**src/rtl/axis_noise_gate.sv**
```systemverilog
// Stereo AXIS noise gate: peak-detects each {L,R} frame, runs an open/hold/release gate, scales samples by gain/256.
// Optional status outputs (gate_state, gate_gain, frame_error) are built when AXIS_NOISE_GATE_STATUS_EN is defined.
module axis_noise_gate #(
  parameter int HOLD_FRAMES  = 64,
  parameter int RELEASE_STEP = 4,
  parameter int GAIN_W       = 9
) (
  input  logic        clk,
  input  logic        resetn,
  input  logic        gate_enable,
  input  logic [22:0] open_thresh,
  input  logic [22:0] close_thresh,
  input  logic [31:0] s_axis_data,
  input  logic        s_axis_valid,
  output logic        s_axis_ready,
  input  logic        s_axis_last,
  output logic [31:0] m_axis_data,
  output logic        m_axis_valid,
  input  logic        m_axis_ready,
`ifdef AXIS_NOISE_GATE_STATUS_EN
  output logic [1:0]  gate_state,
  output logic [GAIN_W-1:0] gate_gain,
  output logic        frame_error,
`endif
  output logic        m_axis_last
);

  localparam int FULL_SCALE = 1 << (GAIN_W - 1);
  localparam int HOLD_W     = (HOLD_FRAMES < 1) ? 1 : $clog2(HOLD_FRAMES + 1);

  localparam logic [GAIN_W-1:0] GAIN_FULL = GAIN_W'(FULL_SCALE);
  localparam logic [GAIN_W-1:0] GAIN_STEP = GAIN_W'(RELEASE_STEP);
  localparam logic [HOLD_W-1:0] HOLD_INIT = HOLD_W'(HOLD_FRAMES);

  typedef enum logic [1:0] {
    ST_CLOSED  = 2'd0,
    ST_OPEN    = 2'd1,
    ST_HOLD    = 2'd2,
    ST_RELEASE = 2'd3
  } gate_state_e;

  // Frame pipeline: capture L, capture R, evaluate gate, multiply, emit L, emit R.
  typedef enum logic [2:0] {
    PH_CAP_L,
    PH_CAP_R,
    PH_EVAL,
    PH_MULT,
    PH_OUT_L,
    PH_OUT_R
  } phase_e;

  phase_e      phase, phase_next;
  gate_state_e state, state_next;
  logic [GAIN_W-1:0] gain, gain_next;
  logic [HOLD_W-1:0] hold_cnt, hold_next;

  logic [31:0] l_word, r_word;
  logic [31:0] out_l, out_r;

  logic [22:0] mag_l, mag_r, level;
  logic        level_open, level_low;
  logic [GAIN_W-1:0] gain_dec;
  logic        s_accept;

  // Magnitude with -2^23 saturating to 2^23-1 so it fits the 23-bit threshold domain.
  function automatic logic [22:0] mag24(input logic [23:0] s);
    if (!s[23])
      return s[22:0];
    else if (s[22:0] == '0)
      return '1;
    else
      return 23'(-s);
  endfunction

  // Signed sample times unsigned gain, arithmetic shift by the full-scale exponent (floor).
  function automatic logic [23:0] scale(input logic [23:0] s, input logic [GAIN_W-1:0] g);
    logic signed [GAIN_W+24:0] p;
    p = $signed(s) * $signed({1'b0, g});
    return 24'(p >>> (GAIN_W - 1));
  endfunction

  assign s_axis_ready = (phase == PH_CAP_L) || (phase == PH_CAP_R);
  assign s_accept     = s_axis_valid && s_axis_ready;
  assign m_axis_valid = (phase == PH_OUT_L) || (phase == PH_OUT_R);
  assign m_axis_last  = (phase == PH_OUT_R);
  assign m_axis_data  = (phase == PH_OUT_L) ? out_l :
                        (phase == PH_OUT_R) ? out_r : '0;

  assign mag_l      = mag24(l_word[23:0]);
  assign mag_r      = mag24(r_word[23:0]);
  assign level      = (mag_l > mag_r) ? mag_l : mag_r;
  assign level_open = (level >= open_thresh);
  assign level_low  = (level < close_thresh);
  assign gain_dec   = (gain <= GAIN_STEP) ? '0 : gain - GAIN_STEP;

  always_comb begin
    // NOTE: every always_comb output gets a default first so no path leaves it unassigned (no latch).
    phase_next = phase;
    unique case (phase)
      PH_CAP_L: if (s_axis_valid) phase_next = PH_CAP_R;
      PH_CAP_R: if (s_axis_valid) phase_next = PH_EVAL;
      PH_EVAL:  phase_next = PH_MULT;
      PH_MULT:  phase_next = PH_OUT_L;
      PH_OUT_L: if (m_axis_ready) phase_next = PH_OUT_R;
      PH_OUT_R: if (m_axis_ready) phase_next = PH_CAP_L;
      default:  phase_next = PH_CAP_L;
    endcase
  end

  // Gate update: exactly once per frame, in the evaluate cycle.
  always_comb begin
    state_next = state;
    gain_next  = gain;
    hold_next  = hold_cnt;
    if (phase == PH_EVAL) begin
      if (!gate_enable) begin
        state_next = ST_OPEN;
        gain_next  = GAIN_FULL;
        hold_next  = '0;
      end else begin
        unique case (state)
          ST_CLOSED: begin
            if (level_open) begin
              state_next = ST_OPEN;
              gain_next  = GAIN_FULL;
            end else begin
              gain_next  = '0;
            end
          end
          ST_OPEN: begin
            if (level_low) begin
              state_next = ST_HOLD;
              hold_next  = HOLD_INIT;
            end
          end
          ST_HOLD: begin
            if (level_open) begin
              state_next = ST_OPEN;
            end else if (hold_cnt == '0) begin
              state_next = ST_RELEASE;
              gain_next  = gain_dec;
            end else begin
              hold_next  = hold_cnt - HOLD_W'(1);
            end
          end
          ST_RELEASE: begin
            if (level_open) begin
              state_next = ST_OPEN;
              gain_next  = GAIN_FULL;
            end else begin
              gain_next  = gain_dec;
              if (gain_dec == '0) state_next = ST_CLOSED;
            end
          end
          default: state_next = ST_CLOSED;
        endcase
      end
    end
  end

  always_ff @(posedge clk or negedge resetn) begin
    if (!resetn) begin
      phase    <= PH_CAP_L;
      state    <= ST_CLOSED;
      gain     <= '0;
      hold_cnt <= '0;
      l_word   <= '0;
      r_word   <= '0;
      out_l    <= '0;
      out_r    <= '0;
    end else begin
      // NOTE: sequential state uses non-blocking assignments so every register samples pre-edge values.
      phase    <= phase_next;
      state    <= state_next;
      gain     <= gain_next;
      hold_cnt <= hold_next;
      if (s_accept && phase == PH_CAP_L) l_word <= s_axis_data;
      if (s_accept && phase == PH_CAP_R) r_word <= s_axis_data;
      if (phase == PH_MULT) begin
        out_l <= {l_word[31:24], scale(l_word[23:0], gain)};
        out_r <= {r_word[31:24], scale(r_word[23:0], gain)};
      end
    end
  end

`ifdef AXIS_NOISE_GATE_STATUS_EN
  assign gate_state = state;
  assign gate_gain  = gain;

  // Sticky: TLAST must be high exactly on the second word of each frame.
  always_ff @(posedge clk or negedge resetn) begin
    if (!resetn)
      frame_error <= 1'b0;
    else if (s_accept && (s_axis_last != (phase == PH_CAP_R)))
      frame_error <= 1'b1;
  end
`else
  // Frames are closed by word count, so TLAST has no consumer in this build.
  logic unused_s_axis_last;
  assign unused_s_axis_last = s_axis_last;
`endif

endmodule

```
**config.mk**
```make
export PLATFORM = sky130hd
export DESIGN_NAME = axis_noise_gate
export DESIGN_NICKNAME = d
export VERILOG_FILES = /design/src/rtl/axis_noise_gate.sv
export SDC_FILE = /design/constraint.sdc
export NUM_CORES = 1
export LEC_CHECK = 0
export CAP_MARGIN = 15
export CORE_UTILIZATION = 45
export CTS_CLUSTER_SIZE = 14
export DETAILED_ROUTE_END_ITERATION = 7
export GPL_TIMING_DRIVEN = 0
export MAX_ROUTING_LAYER = met4
export PLACE_DENSITY = 0.66
export SLEW_MARGIN = 20
export SYNTH_ARGS = -nofsm -noshare
export SYNTH_HDL_FRONTEND = slang
export SYNTH_SLANG_ARGS = --single-unit
```
**constraint.sdc**
```tcl
create_clock -name clk -period 15 [get_ports clk]
set_clock_uncertainty 0.05 [all_clocks]
set_input_delay 3 -clock clk [delete_from_list [all_inputs] [get_ports clk]]
set_output_delay 3 -clock clk [all_outputs]
set_load 0.01 [all_outputs]
```
==> metrics.md, run 1 <==
| Metric | Value |
|---|---|
| Status | `finished clean` |
| WS Path Type | `reg2reg` |
| R2R cell count | `29` |
| RR Startpoint | `l_word[1]` |
| CP required | `approximately 15 ns` |
| Die Footprint | `approximately 0.054 sq mm` |
| Area growth syn-to-layout | `11.2%` |
| Vias in the first global route | `approximately 20,000` |
| Post_cts resized | `0` |
| # rows | `83` |
| Hold_buf cts | `0` |
| Routability cong. | `0.934` |
| Slew Limit Fails | `0` |
| GRT Total Usage | `0.291` |
| Num CTS Buffers | `17` |
| Worst Setup Start Kind | `flop` |
| Die Y | `232 microns` |
| Top_reg_cell synth | `dfrtp_1` |
| Initial DRT Pass Iterations | `5` |
| Largest net degree at the start of global routing | `80` |
| Total number of vias | `19,782` |
| Most common cell after layout, fill and taps aside | `inv_1` |
| Post-synthesis sequential area ratio | `0.156` |
| Fmax | `between 0.1 and 0.15 GHz` |
| RSZ-0062 raised after global routing | `false` |
| Clk slew on worst S/H paths | `0.07 ns` |
| Routed WL per cell | `between 20 and 25 microns` |
| Total setup buffers inserted after CTS | `0` |
| Detail Placement HPWL | `approximately 60,000 microns` |
| Worst Setup EP | `gain[6]` |
| Fin nets | `approximately 3,500` |
| Die span in x | `232 microns` |
| Syn nets | `about 3,400` |
| Max-cap violations | `0` |
| Clock sink count | `around 150` |
| Yosys reg bits | `149` |
| GRT overflow | `0` |
| Via density | `~5.6` |
| Tightest Pin Transition | `1.06 ns` |
| Cell count along the critical path | `29` |
| First-pass GRT wire length | `roughly 120,000 microns` |
| CTS tree | `yes` |
| Cell class contributing the biggest share of worst-path delay | `compound AO/OA/AOI/OAI gates` |
| Cell variety after synth | `73` |
| Total negative slack | `0 ns` |
| Tcrit/Tclk final | `0.588` |
| Min-Delay Path Class | `reg2reg` |
| Crit path from | `l_word[1]` |
| Initial antenna violation count | `3` |
| Critical R2R Capture | `gain[6]` |
| Clock root buffer master | `clkbuf_16` |
| Starting Density | `0.460` |
| DR iter-0 viols | `about 1,400` |
| CTS H-tree depth | `4` |
| Post-synth ARST share | `1.00` |
| Avg Inst Size Synth | `about 8.8 sq um` |
| Finish-stage setup viols | `0` |
| Residual DRC | `0` |
| IO Port Bufs | `~120` |
| Core area | `approximately 0.052 sq mm` |
| Reg-to-reg setup timing slack | `between 6 and 7 ns` |
| Critical path data arrival time | `9.12 ns` |
| Most frequent cells in the layout | `inv_1, nand2_1, fa_1` |
| Boundary Pins | `119` |
| CP peak stage delay | `~0.70 ns` |
| Crit. End Element | `flop` |
| Final hold vios | `0` |
| Antenna viol nets, final | `0` |
| Min cycle time layout | `~8.8 ns` |
| Syn Inst Count | `~2,700` |
| CTS max path bufs | `2` |
| Slowest-stage cell, CP | `a211oi_1` |
| Post-synth EDFFs | `0` |
| Routed wire length | `just over 70,000 microns` |
| Mapped Area | `approximately 0.024 sq mm` |
| Fraction of layout instances using a drive strength above 1 | `0.0432` |
| Synth warn | `0` |
| Crit Path Max Fanout | `10` |
| CP Buf/Inv Count | `6` |
| Rel. slew slack | `0.296` |
| Clk_lat worst skew | `0.46 ns` |
[registers in the layout, indices dropped and copies added, names as in the netlist]
name / flops
out_l: 32
hold_cnt: 7
out_r: 32
state: 2
l_word: 32
phase: 3
gain: 9
r_word: 32
[routing by layer]
metal,global-route usage,wire [microns]
met2,0.465,34200
met3,0.0402,4870
met1,0.371,30600
met4,0.122,3140
met5,-,0
[tightest hold or removal path, cell delays in order, from the launching register on]
cell	delay, ns
dfrtp_1	0.34
nand2_1	0.05
nand2_1	0.05
[worst min-delay path by stage]
stage | start | endpoint | slack, ns | cells after the start
after floorplan | l_word[24] | out_l[24] | 0.38 | 2
after detailed placement | r_word[31] | out_r[31] | 0.40 | 2
final | r_word[24] | out_r[24] | 0.42 | 2
after global placement | l_word[26] | out_l[26] | 0.39 | 2
after CTS | r_word[31] | out_r[31] | 0.42 | 2
after global routing | r_word[26] | out_r[26] | 0.44 | 2
[synth_stat cells, types with 43 or more instances]
| master | number | area (sq um) |
|---|---|---|
| clkbuf_1 | 139 | 522 |
| and2_1 | 268 | 1680 |
| nand2_1 | 344 | 1290 |
| mux2_2 | 63 | 709 |
| ha_1 | 206 | 2580 |
| a21o_1 | 43 | 323 |
| a21oi_1 | 70 | 350 |
| fa_1 | 340 | 6810 |
| dfrtp_1 | 149 | 3730 |
| nor2_1 | 123 | 462 |
| o21ai_0 | 130 | 651 |
| inv_1 | 436 | 1640 |
[kinds of logic after synthesis]
kind of cell,Yosys count,synth area share
AO/OA/AOI/OAI,389,0.105
XOR/XNOR,48,0.0176
adder cells (fa/ha/maj),546,0.394
buffers and inverters,584,0.0925
flip-flops,149,0.156
multiplexers,102,0.0468
AND/OR/NAND/NOR,902,0.188
[cell type report]
type                    count  area, sq um
diodes                      1         2.50
fillers                  4830        25300
flip-flops and latches    149         3730
clock inverters            13          170
multi-input cells        1987        17900
inverters                 436         1640
plain buffers             148          567
clock buffers              19          443
well taps                 680          851
repair buffers            118         1200
[metrics by stage]
| step | cell area (sq um) | hold WS [ns] | setup WS (ns) | utilization | std cells |
|---|---|---|---|---|---|
| after floorplan | 23800 | 0.385 | 8.18 | - | 2720 |
| after global placement | 25800 | 0.395 | 4.81 | 0.499 | 3517 |
| after detailed placement | 25900 | 0.404 | 6.29 | 0.500 | 3518 |
| after CTS | 26500 | 0.421 | 6.25 | 0.511 | 3550 |
| after global routing | 26500 | 0.439 | 5.73 | 0.511 | 3551 |
| final | 26500 | 0.419 | 6.18 | 0.511 | 3551 |
Power of run 1 is left out: the tool's default activity adds up to more than one toggle a clock period on the data nets, which glitch-free logic cannot reach.
==> run 2: changes to the inputs <==
--- a/config.mk
+++ b/config.mk
@@ -11,7 +11,7 @@
 export DETAILED_ROUTE_END_ITERATION = 7
 export GPL_TIMING_DRIVEN = 0
 export MAX_ROUTING_LAYER = met4
-export PLACE_DENSITY = 0.66
+export PLACE_DENSITY = 0.68
 export SLEW_MARGIN = 20
 export SYNTH_ARGS = -nofsm -noshare
 export SYNTH_HDL_FRONTEND = slang
==> constraint.sdc (replaced) <==
create_clock -name clk -period 7.3 [get_ports clk]
set_clock_uncertainty 0.05 [all_clocks]
set_input_delay 1.46 -clock clk [delete_from_list [all_inputs] [get_ports clk]]
set_output_delay 1.46 -clock clk [all_outputs]
set_load 0.01 [all_outputs]
==> run 2 against run 1 <==
  * Utilization increased by 0.24 points
  * Worst hold slack got worse by 0.0056 ns
  * Routed wire length shrank 0.86%
  * Via count fell by 0.12%
  * Critical path depth decreased by 7
  * Critical path type unchanged
==> metrics.md, run 2 (synthesis gave the netlist of run 1 again) <==
| Metric | Value |
|---|---|
| Status | `finished clean (unchanged)` |
| Core area | `0.0518 sq mm (unchanged)` |
| Die span in x | `232 microns (unchanged)` |
| CP Buf/Inv Count | `6 (unchanged)` |
| Routed WL per cell | `20.3 microns (was 20.5 microns)` |
| Fmax | `0.143 GHz (was 0.113 GHz)` |
| Area growth syn-to-layout | `11.7% (was 11.2%)` |
| Crit path top cell by count | `fa_1` |
| Clock sink count | `149 (unchanged)` |
| Critical path data arrival time | `7.35 ns (was 9.12 ns)` |
| Crit. End Element | `flop (unchanged)` |
| Final hold vios | `0 (unchanged)` |
| CP peak stage delay | `0.57 ns (was 0.70 ns)` |
| Slew Limit Fails | `0 (unchanged)` |
| R2R cell count | `22 (was 29)` |
| Fin nets | `3,490 (was 3,487)` |
| Worst Setup Start Kind | `flop (unchanged)` |
| Fraction of layout instances using a drive strength above 1 | `0.0578 (was 0.0432)` |
| Num CTS Buffers | `17 (unchanged)` |
| Via density | `5.56 (was 5.57)` |
| Crit Path Max Fanout | `10 (unchanged)` |
| Seq. cell area | `0.00373 sq mm (about the same)` |
| Most common cell after layout, fill and taps aside | `inv_1 (unchanged)` |
| IO Port Bufs | `117 (unchanged)` |
| Die Footprint | `0.0539 sq mm (unchanged)` |
| CP Cell Sequence | `clkbuf_1 -> clkbuf_2 -> clkbuf_2 -> nand2_1 -> fa_1 -> inv_1 -> fa_1 -> inv_1 -> fa_1 -> inv_1 -> fa_1 -> fa_1 -> ha_1 -> nand2_1 -> o21bai_1 -> nor2_1 -> a21oi_2 -> and3b_1 -> o2111ai_1 -> and4b_1 -> or4_1 -> nand3_1` |
| Detail Placement HPWL | `59,200 microns (was 59,900 microns)` |
| Min-Delay Path Class | `reg2reg (unchanged)` |
| Initial DRT Pass Iterations | `6 (was 5)` |
| Die Y | `232 microns (unchanged)` |
| Hold endpoint | `out_l[28] (was out_r[24])` |
| DR iter-0 viols | `1,560 (was 1,443)` |
| Clk slew on worst S/H paths | `0.06 ns (was 0.07 ns)` |
| Most frequent cells in the layout | `inv_1, nand2_1, fa_1 (unchanged)` |
| GRT Total Usage | `0.288 (was 0.291)` |
| RR Startpoint | `gain[3] (was l_word[1])` |
| Final instance area | `0.0266 sq mm (was 0.0265 sq mm)` |
| Boundary Pins | `119 (unchanged)` |
| CP required | `7.64 ns (was 15.30 ns)` |
| Tightest Pin Transition | `1.03 ns (was 1.06 ns)` |
| Reg-to-reg setup timing slack | `0.29 ns (was 6.18 ns)` |
| Post-DP Area | `0.0259 sq mm (unchanged)` |
| Clk_lat worst skew | `0.47 ns (was 0.46 ns)` |
| Rel. slew slack | `0.311 (was 0.296)` |
| Cell class contributing the biggest share of worst-path delay | `adder cells (was compound AO/OA/AOI/OAI gates)` |
| # rows | `83 (unchanged)` |
| Antenna viol nets, final | `0 (unchanged)` |
| CTS max path bufs | `2 (unchanged)` |
| Total number of vias | `19,759 (was 19,782)` |
| Fillers | `4,820 (was 4,830)` |
| Min cycle time layout | `7.01 ns (was 8.82 ns)` |
| Hold path depth | `2 (unchanged)` |
| Clock root buffer master | `clkbuf_16 (unchanged)` |
| Hold Startpoint | `l_word[28] (was r_word[24])` |
| GRT overflow | `0 (unchanged)` |
| Initial antenna violation count | `2 (was 3)` |
| Slowest-stage cell, CP | `fa_1 (was a211oi_1)` |
| Routed wire length | `72,100 microns (was 72,700 microns)` |
| Max-cap violations | `0 (unchanged)` |
| Starting Density | `0.460 (unchanged)` |
| Residual DRC | `0 (unchanged)` |
| Total negative slack | `0 ns (unchanged)` |
| Critical R2R Capture | `out_l[23] (was gain[6])` |
| Largest net degree at the start of global routing | `89 (was 80)` |
| Routability cong. | `0.967 (was 0.934)` |
| WS Path Type | `reg2reg (unchanged)` |
| CTS tree | `yes (unchanged)` |
| First-pass GRT wire length | `114,000 microns (was 115,000 microns)` |
| Tcrit/Tclk final | `0.960 (was 0.588)` |
| Vias in the first global route | `20,543 (was 20,430)` |
| Area of the multi-input gates | `0.0180 sq mm (was 0.0179 sq mm)` |
| CTS H-tree depth | `4 (unchanged)` |
| Finish-stage setup viols | `0 (unchanged)` |
run 2: area by class of cell:
cell class	count	area share
multi-input combinational	1987	0.677
timing repair buffer	122	0.0463
tap	680	0.0320
sequential	149	0.140
antenna	1	0.0000940
inverter	436	0.0615
buffer	147	0.0219
clock buffer	18	0.0161
clock inverter	14	0.00536
run 2: what timing repair did:
action | in CTS | in global routing
gates cloned | 0 | 0
pin swaps | 2 | 4
setup endpoints to repair | 20 | 21
setup buffers | 2 | 2
resized for setup | 25 | 31
hold buffers | 0 | 0
run 2: worst max-delay path by stage:
| stage | start | endpoint | slack, ns | depth (start not counted) |
|---|---|---|---|---|
| 4_1_cts | l_word[0] | gain[6] | 0.001 | 29 |
| 5_1_grt | gain[2] | out_l[23] | -0.02 | 22 |
| 3_5_place_dp | l_word[1] | gain[6] | -1.28 | 27 |
| 3_3_place_gp | resetn | hold_cnt[4] | -1.31 | 1 |
| 6_report | gain[3] | out_l[23] | 0.29 | 22 |
| 2_1_floorplan | l_word[1] | gain[6] | 0.48 | 29 |
run 2: per-stage QoR:
step,instances,setup slack [ns],utilization,hold slack [ns]
final,3554,0.290,0.514,0.414
after detailed placement,3518,-1.28,0.500,0.396
after floorplan,2720,0.482,-,0.385
after global routing,3554,-0.0249,0.514,0.436
after CTS,3551,0.00142,0.512,0.413
after global placement,3517,-1.31,0.499,0.396
run 2: layer usage:
metal / vias to the layer above / part of all wire / track usage
li1: 8960 / - / -
met1: 9777 / 0.41 / 0.363
met2: 855 / 0.47 / 0.461
met3: 167 / 0.072 / 0.0419
met4: 0 / 0.045 / 0.124
met5: - / 0 / -
run 2: worst reg2reg max path: cells and delay by family (launching register included):
| kind | cells | cell delay, ns |
|---|---|---|
| buf+inv | 6 | 1.45 |
| flops | 1 | 0.32 |
| fa+ha+maj | 6 | 2.94 |
| simple gates | 7 | 1.41 |
| compound gates | 3 | 0.77 |
Power of run 2 is left out for the same reason.
